--- config.mk ---
export PLATFORM = sky130hd
export DESIGN_NAME = conv_relu_pool
export DESIGN_NICKNAME = d
export VERILOG_FILES = /design/src/rtl/conv_relu_pool.sv
export SDC_FILE = /design/constraint.sdc
export NUM_CORES = 1
export LEC_CHECK = 0
export ABC_AREA = 1
export CELL_PAD_IN_SITES_DETAIL_PLACEMENT = 1
export CELL_PAD_IN_SITES_GLOBAL_PLACEMENT = 2
export CORE_UTILIZATION = 36
export CTS_CLUSTER_DIAMETER = 30
export DETAILED_ROUTE_END_ITERATION = 8
export GPL_ROUTABILITY_DRIVEN = 0
export PLACE_DENSITY_LB_ADDON = 0.1
export SLEW_MARGIN = 30
export SYNTH_ARGS = -nofsm -noshare
export SYNTH_HDL_FRONTEND = slang
export SYNTH_SLANG_ARGS = --single-unit
--- constraint.sdc ---
create_clock -name clock -period 3.43 [get_ports clock]
set_clock_uncertainty 0.15 [all_clocks]
set_input_delay 0.343 -clock clock [delete_from_list [all_inputs] [get_ports clock]]
set_output_delay 0.343 -clock clock [all_outputs]
set_load 0.05 [all_outputs]
--- src/rtl/conv_relu_pool.sv ---
// Post-MAC stage: tracks sum validity through the multiply-adder latency, requantizes with
// rounding/saturation/ReLU, then applies 2x2 stride-2 max pooling over a raster feature map.
module conv_relu_pool #(
    parameter int ADD_WIDTH    = 24,
    parameter int OUT_WIDTH    = 9,
    parameter int PIPE_LATENCY = 7,
    parameter int SHIFT        = 8,
    parameter int FM_WIDTH     = 8,
    parameter int FM_HEIGHT    = 8
) (
    input  logic                 clock,
    input  logic                 reset,
    input  logic                 in_valid,
    input  logic                 flush,
    input  logic [ADD_WIDTH-1:0] sum_in,
    output logic                 out_valid,
    output logic [OUT_WIDTH-1:0] out,
    output logic                 frame_done
);

    localparam int RW = OUT_WIDTH - 1;
    localparam int CW = $clog2(FM_WIDTH);
    localparam int HW = $clog2(FM_HEIGHT);
    localparam int LB = FM_WIDTH / 2;
    localparam int LW = (LB > 1) ? $clog2(LB) : 1;

    localparam logic signed [ADD_WIDTH:0] RND  = (ADD_WIDTH + 1)'(1) << (SHIFT - 1);
    localparam logic signed [ADD_WIDTH:0] QMAX = (ADD_WIDTH + 1)'((1 << RW) - 1);

    logic [PIPE_LATENCY-1:0] vpipe;
    logic                    sum_valid;
    logic signed [ADD_WIDTH:0] t;
    logic signed [ADD_WIDTH:0] q;
    logic [RW-1:0]           r;
    logic                    a_v;
    logic [RW-1:0]           a_r;

    assign sum_valid = vpipe[PIPE_LATENCY-1];

    // One extra bit of headroom so the rounding offset can never overflow.
    always_comb begin
        t = $signed({sum_in[ADD_WIDTH-1], sum_in}) + RND;
        q = t >>> SHIFT;
        if (q[ADD_WIDTH]) begin
            r = '0;
        end else if (q > QMAX) begin
            r = '1;
        end else begin
            r = q[RW-1:0];
        end
    end

    always_ff @(posedge clock or negedge reset) begin
        if (!reset) begin
            vpipe <= '0;
            a_v   <= 1'b0;
            a_r   <= '0;
        end else if (flush) begin
            vpipe <= '0;
            a_v   <= 1'b0;
        end else begin
            vpipe <= (vpipe << 1) | PIPE_LATENCY'(in_valid);
            a_v   <= sum_valid;
            if (sum_valid) begin
                a_r <= r;
            end
        end
    end

    logic [CW-1:0] col;
    logic [HW-1:0] row;
    logic [RW-1:0] hold;
    logic [RW-1:0] linebuf [LB];
    logic [LW-1:0] lb_idx;
    logic [RW-1:0] lb_rd;
    logic [RW-1:0] hm;
    logic [RW-1:0] pm;
    logic          col_last;
    logic          row_last;

    always_comb begin
        lb_idx   = LW'(col >> 1);
        lb_rd    = linebuf[lb_idx];
        hm       = (a_r > hold) ? a_r : hold;
        pm       = (lb_rd > hm) ? lb_rd : hm;
        col_last = (col == CW'(FM_WIDTH - 1));
        row_last = (row == HW'(FM_HEIGHT - 1));
    end

    // Even rows always write a slot before the following odd row reads it, so no reset needed.
    always_ff @(posedge clock) begin
        if (a_v && !flush && col[0] && !row[0]) begin
            linebuf[lb_idx] <= hm;
        end
    end

    always_ff @(posedge clock or negedge reset) begin
        if (!reset) begin
            col        <= '0;
            row        <= '0;
            hold       <= '0;
            out        <= '0;
            out_valid  <= 1'b0;
            frame_done <= 1'b0;
        end else if (flush) begin
            col        <= '0;
            row        <= '0;
            hold       <= '0;
            out        <= '0;
            out_valid  <= 1'b0;
            frame_done <= 1'b0;
        end else begin
            out_valid  <= 1'b0;
            frame_done <= 1'b0;
            if (a_v) begin
                if (!col[0]) begin
                    hold <= a_r;
                end else if (row[0]) begin
                    out        <= {1'b0, pm};
                    out_valid  <= 1'b1;
                    frame_done <= col_last && row_last;
                end
                if (col_last) begin
                    col <= '0;
                    row <= row_last ? '0 : row + 1'b1;
                end else begin
                    col <= col + 1'b1;
                end
            end
        end
    end

endmodule

# Word level (Yosys, flattened, before mapping)
# Memories as Yosys holds them, arrays and structs flattened.
# Index checks and enable logic that the tools add are counted.
[totals]
ff_bits = 41
mem_bits_rw = 32
input_bits = 28
out_inout_bits = 11
mem_count = 1
[op_classes]
addsub = 3
n_lt_le_gt_ge = 3
eq_ne = 3
n_mux = 30
n_bitwise = 2
reduce_logical = 14
[memory_table]
columns = ["memory", "words", "width", "rd", "rd_clocked_by_memory_dff", "wr", "line", "text"]
rows = [
  ["linebuf", 4, 8, 1, 0, 1, "73", "logic [RW-1:0] linebuf [LB];"],
]
[op_table]
columns = ["cell", "count"]
rows = [
  ["8-bit 2-to-1 mux", 7],
  ["9-bit 2-to-1 mux", 4],
  ["24-bit by 9-bit adder with 25-bit output (second input constant)", 1],
  ["3-bit 2-to-1 mux", 7],
  ["17-bit by 9-bit > comparator with 1-bit output (second input constant)", 1],
  ["8-bit > comparator", 2],
  ["1-bit 2-to-1 mux", 11],
  ["2-bit nonzero test", 4],
  ["7-bit 2-to-1 mux", 1],
  ["7-bit by 1-bit bitwise OR with 7-bit output", 1],
  ["3-bit by 1-bit adder with 3-bit output (second input constant)", 2],
  ["3-bit == test (second input constant)", 2],
  ["2-bit AND reduction", 3],
  ["1-bit logical AND", 4],
  ["3-bit AND reduction", 1],
  ["1-bit logical NOT", 2],
  ["2-bit inequality test (second input constant)", 1],
  ["1-bit inverter", 1],
]

# Longest topological paths before layout
[depth]
word_depth = 8
depth_mapped = 25
depth_no_buf = 24

# Worst setup path after synthesis
# OpenSTA, ideal clock, no wires.
[synth_timing]
kind = "register to register"
from = "register a_r[7]"
to = "register out[6]"
setup_ps = 118
t_arrival_ps = 2848
required_time_ps = 3162
path_slack_ps = 314
stages_incl_launch_ff = 19
n_path_buf = 1
synth_period_minus_slack_ps = 3116
cell_sequence = "dfrtp_1 ha_1 a21o_1 nor2_2 nand2_4 nand2_4 clkbuf_1 nand2_1 o21ai_0 inv_1 ha_1 a21oi_1 nor2_1 a211oi_1 nand2_4 nand2_4 nand2_1 nand3_1 nand2_1"
[synth_between]
elab_chain_len = 8
[synth_rtl]
columns = ["item", "line", "text"]
rows = [
  ["start: declaration", "36", "logic [RW-1:0] a_r;"],
  ["start signal: assignment", "65", "a_r <= r;"],
  ["8-bit > comparator", "84", "hm = (a_r > hold) ? a_r : hold;"],
  ["8-bit 2-to-1 mux", "84", ""],
  ["via hm[5]", "76", "logic [RW-1:0] hm;"],
  ["8-bit > comparator", "85", "pm = (lb_rd > hm) ? lb_rd : hm;"],
  ["8-bit 2-to-1 mux", "85", ""],
  ["9-bit 2-to-1 mux", "118", "end else if (row[0]) begin"],
  ["9-bit 2-to-1 mux", "116", "if (!col[0]) begin"],
  ["9-bit 2-to-1 mux", "115", "if (a_v) begin"],
  ["9-bit 2-to-1 mux", "105", "end else if (flush) begin"],
  ["end signal: assignment", "119", "out <= {1'b0, pm};"],
  ["end: declaration", "17", "output logic [OUT_WIDTH-1:0] out,"],
]
# The timed path passes the listed nets, and every way through them passes these cells. The select of a mux whose other input is x is not followed.
# A chain may end at the register's enable or synchronous reset.

# Worst setup path after layout
[layout_timing]
from = "register a_r[5]"
to = "register out[6]"
[layout_between]
elab_chain_len = 8
[layout_rtl]
columns = ["item", "line"]
rows = [
  ["8-bit > comparator", "84"],
  ["8-bit 2-to-1 mux *", "84"],
  ["via hm[5]", "76"],
  ["8-bit > comparator *", "85"],
  ["8-bit 2-to-1 mux *", "85"],
  ["9-bit 2-to-1 mux *", "118"],
  ["9-bit 2-to-1 mux *", "116"],
  ["9-bit 2-to-1 mux *", "115"],
  ["9-bit 2-to-1 mux *", "105"],
]
# Mark *: on every way through the listed nets, which the timed path passes. The rest lies on a longest branch. The select of a mux whose other input is x is not followed.

==> impl_metrics.yaml <==
run_status:
  outcome: "complete, no violations"
logic_synthesis:
  synth_cell_type_count: 41
  syn-num-nets: 451
  ys_seq_area_frac: 0.520
  yosys-top-cells-area: "dfrtp_1 27%, edfxtp_1 25%, nand2_1 7.0%, ha_1 6.3%, inv_1 5.9%"
  yosysWarningCount: 0
  syn_area_sq_mm: 0.00377
  synth.top_cell.area_share: 0.265
  synthArstFlopShare: 0.556
  synth_top_cell_by_area: "dfrtp_1"
  syn_avg_cell_area_sq_um: 9.34
  synthFlopType: "dfrtp_1"
  synthCells: 404
  synth_edf_count: 32
  synth_seq_cells: 72
worst_setup_path:
  path_buf_inv: 1
  worstPathArrival_ns: 3.19
  crit_path_top_delay_cell: "dfrtp_1"
  end_kind: "flop"
  start_kind: "flop"
  cp_max_fo: 15
  cp.required_ns: 3.53
  critPathKind: "reg2reg"
  rr_worst_depth: 18
  cpLargestDelayFamily: "simple AND/OR/NAND/NOR gates"
  cp.depth: 18
  critical_path.cell_chain: "ha_1 -> a21oi_1 -> nor2_1 -> nor2_2 -> nand2_4 -> nand2_4 -> nand2_1 -> o21ai_1 -> inv_1 -> ha_1 -> a21oi_1 -> nor2_1 -> a211oi_2 -> nand2_4 -> nand2_4 -> nand2_1 -> nand3_1 -> nand2_1"
  max_stage_delay_ns: 0.41
  crit_top_cell: "nand2_4"
worst_hold_path:
  min_path_cells: 2
  worst_hold_path_type: "reg2reg"
global_route:
  grt_first_pass_wirelength_microns: 14700
  grt.total_usage: 0.177
  grt_pass1_vias: 2927
  antenna_found_initial: 0
  grt_max_degree: 41
  grt_overflow: 0
clocking:
  cts-buffers-inserted: 9
  root_buffer: "clkbuf_8"
  post-cts-setup-buffer-count: 0
  tritoncts: "built"
  clk_path_buf_depth: 2
  h-tree-depth: 3
  clkTransAtPathRegs_ns: 0.08
  worstSkewPairLatency_ns: 0.36
  cts_sinks: 72
timing:
  slew_headroom: 0.431
  tightest_slew_ns: 0.851
  tns_ns: 0
  finalCritPeriodShare: 0.900
  period_minus_slack_ns: 3.09
  hold_violations: 0
  rsz0062_at_grt: "false"
  finalSetupViolations: 0
  max_freq_mhz: 324
  slew_viol_final: 0
flow_run:
  cap_violations: 0
power:
  leakagePower_nw: 2.06
  vdd_drop_max_uv: 195
  cellPowerDensity_mw_per_mm2: 481
drt:
  final_antenna_net_count: 0
  totalWireLength_microns: 8660
  vias: 2842
  drtIter0Drc: 74
  drc: 0
  wire_per_inst_microns: 14.7
  firstDrtPassIters: 4
  detail_route.vias_per_cell: 4.82
floorplanning:
  start_util: 0.369
  die_h_microns: 104
  core_area_sq_mm: 0.0102
  io_pins: 39
  die_w_microns: 104
  die_area_sq_mm: 0.0109
  num_rows: 37
placed_design:
  port_buffers: 30
  placed_area_sq_mm: 0.00428
  dp_hpwl_microns: 6540
finish:
  fin_area_sq_mm: 0.00450
  layout.nets: 496
  finish.utilization: 0.440
  final_layout_size_suffix_gt1_frac: 0.132
  num_antenna_cells: 0
  areaGrowthSynthToFinish_pct: 19.3
[flip-flops by register name (all words and copies together) (netlist names)]
register    flops
col             3
a_r             8
linebuf        32
hold            8
row             3
out             8
frame_done      1
a_v             1
out_valid       1
vpipe           7
[through the flow]
step,setup slack [ns],instances,power (mW),hold slack (ns)
global placement,0.0561,573,1.46,0.288
detailed placement,0.00641,573,1.48,0.230
finish,0.344,590,2.16,0.318
global route,0.0225,590,2.29,0.339
CTS,0.0674,590,2.19,0.319
floorplan,0.314,404,1.30,-0.103
[kinds of logic after synthesis]
kind of cell	synth area share
XOR/XNOR	0.0186
flip-flops	0.520
AND/OR/NAND/NOR	0.227
adder cells (fa/ha/maj)	0.0630
buffers and inverters	0.0706
other	0.000994
AO/OA/AOI/OAI	0.0968
multiplexers	0.00265
[cells in the mapped netlist (2+ instances only)]
cell type and instances:
nor2_1 29, a211oi_1 2, nor2_4 3, edfxtp_1 32
o21ai_0 36, nand2_4 4, nand2_1 70, nand2_2 10
ha_1 19, clkbuf_1 4, xnor2_1 2, dfrtp_1 40
and2_1 2, a22oi_1 5, nand4_1 5, nand3_1 37
o21a_1 2, nand3_2 2, inv_2 5, xor2_1 6
nor2_2 5, o22ai_1 2, inv_1 59, a21oi_1 6
[path summary, 6_finish.rpt]
kind / start / to / slack [ns]
max: a_r[5] / out[6] / 0.34
min: vpipe[0] / vpipe[1] / 0.32
max reg2reg: a_r[5] / out[6] / 0.34
min reg2reg: vpipe[0] / vpipe[1] / 0.32
max in group asynchronous: reset / a_r[6] / 2.36
min in group asynchronous: reset / col[2] / 0.36
[cell usage in the layout, fill, tap and decap left out, types with 6 or more instances in the layout]
master            n
buf_4             9
clkbuf_8         10
edfxtp_1         32
nand3_1          37
inv_1            59
o21ai_0          34
nor2_1           29
xor2_1            6
clkdlybuf4s50_1  29
dfrtp_1          40
ha_1             19
a21oi_1           6
nand2_1          70
nand2_2          10
[per-layer routing]
layer	routed length, microns	track usage	share of wire	vias up
met5	0	0	0	-
met4	142	0.0582	0.016	0
met3	206	0.0414	0.024	11
met2	4410	0.307	0.51	39
met1	3910	0.214	0.45	1356
li1	-	-	-	1436
[layout make-up]
class                           instances  area (sq um)
Timing Repair Buffer                   39           368
Clock inverter                          6          66.3
Multi-Input combinational cell        262          1550
Clock buffer                           10           138
Inverter                               65           244
Fill cell                            1187          5730
Tap cell                              136           170
Sequential cell                        72          1960
[power by group]
part,switching (mW),internal [mW]
combinational,0.303,0.176
clock,0.349,0.358
sequential,0.0173,0.961
[what timing repair did]
action / 4_1_cts / 5_1_grt
hold buffers: 1 / 0
setup endpoints to repair: 3 / 8
pin swaps: 0 / 0
gates resized for setup: 1 / 3
hold endpoints to repair: 40 / 0
[worst register-to-register path, delay by kind of cell (launching register included)]
kind	cells	cell delay, ns
AO/OA/AOI/OAI	4	0.66
adder cells (fa/ha/maj)	2	0.62
buffers and inverters	1	0.10
flip-flops	1	0.41
AND/OR/NAND/NOR	11	1.02
No activity file was read; power rests on OpenSTA's default activity.
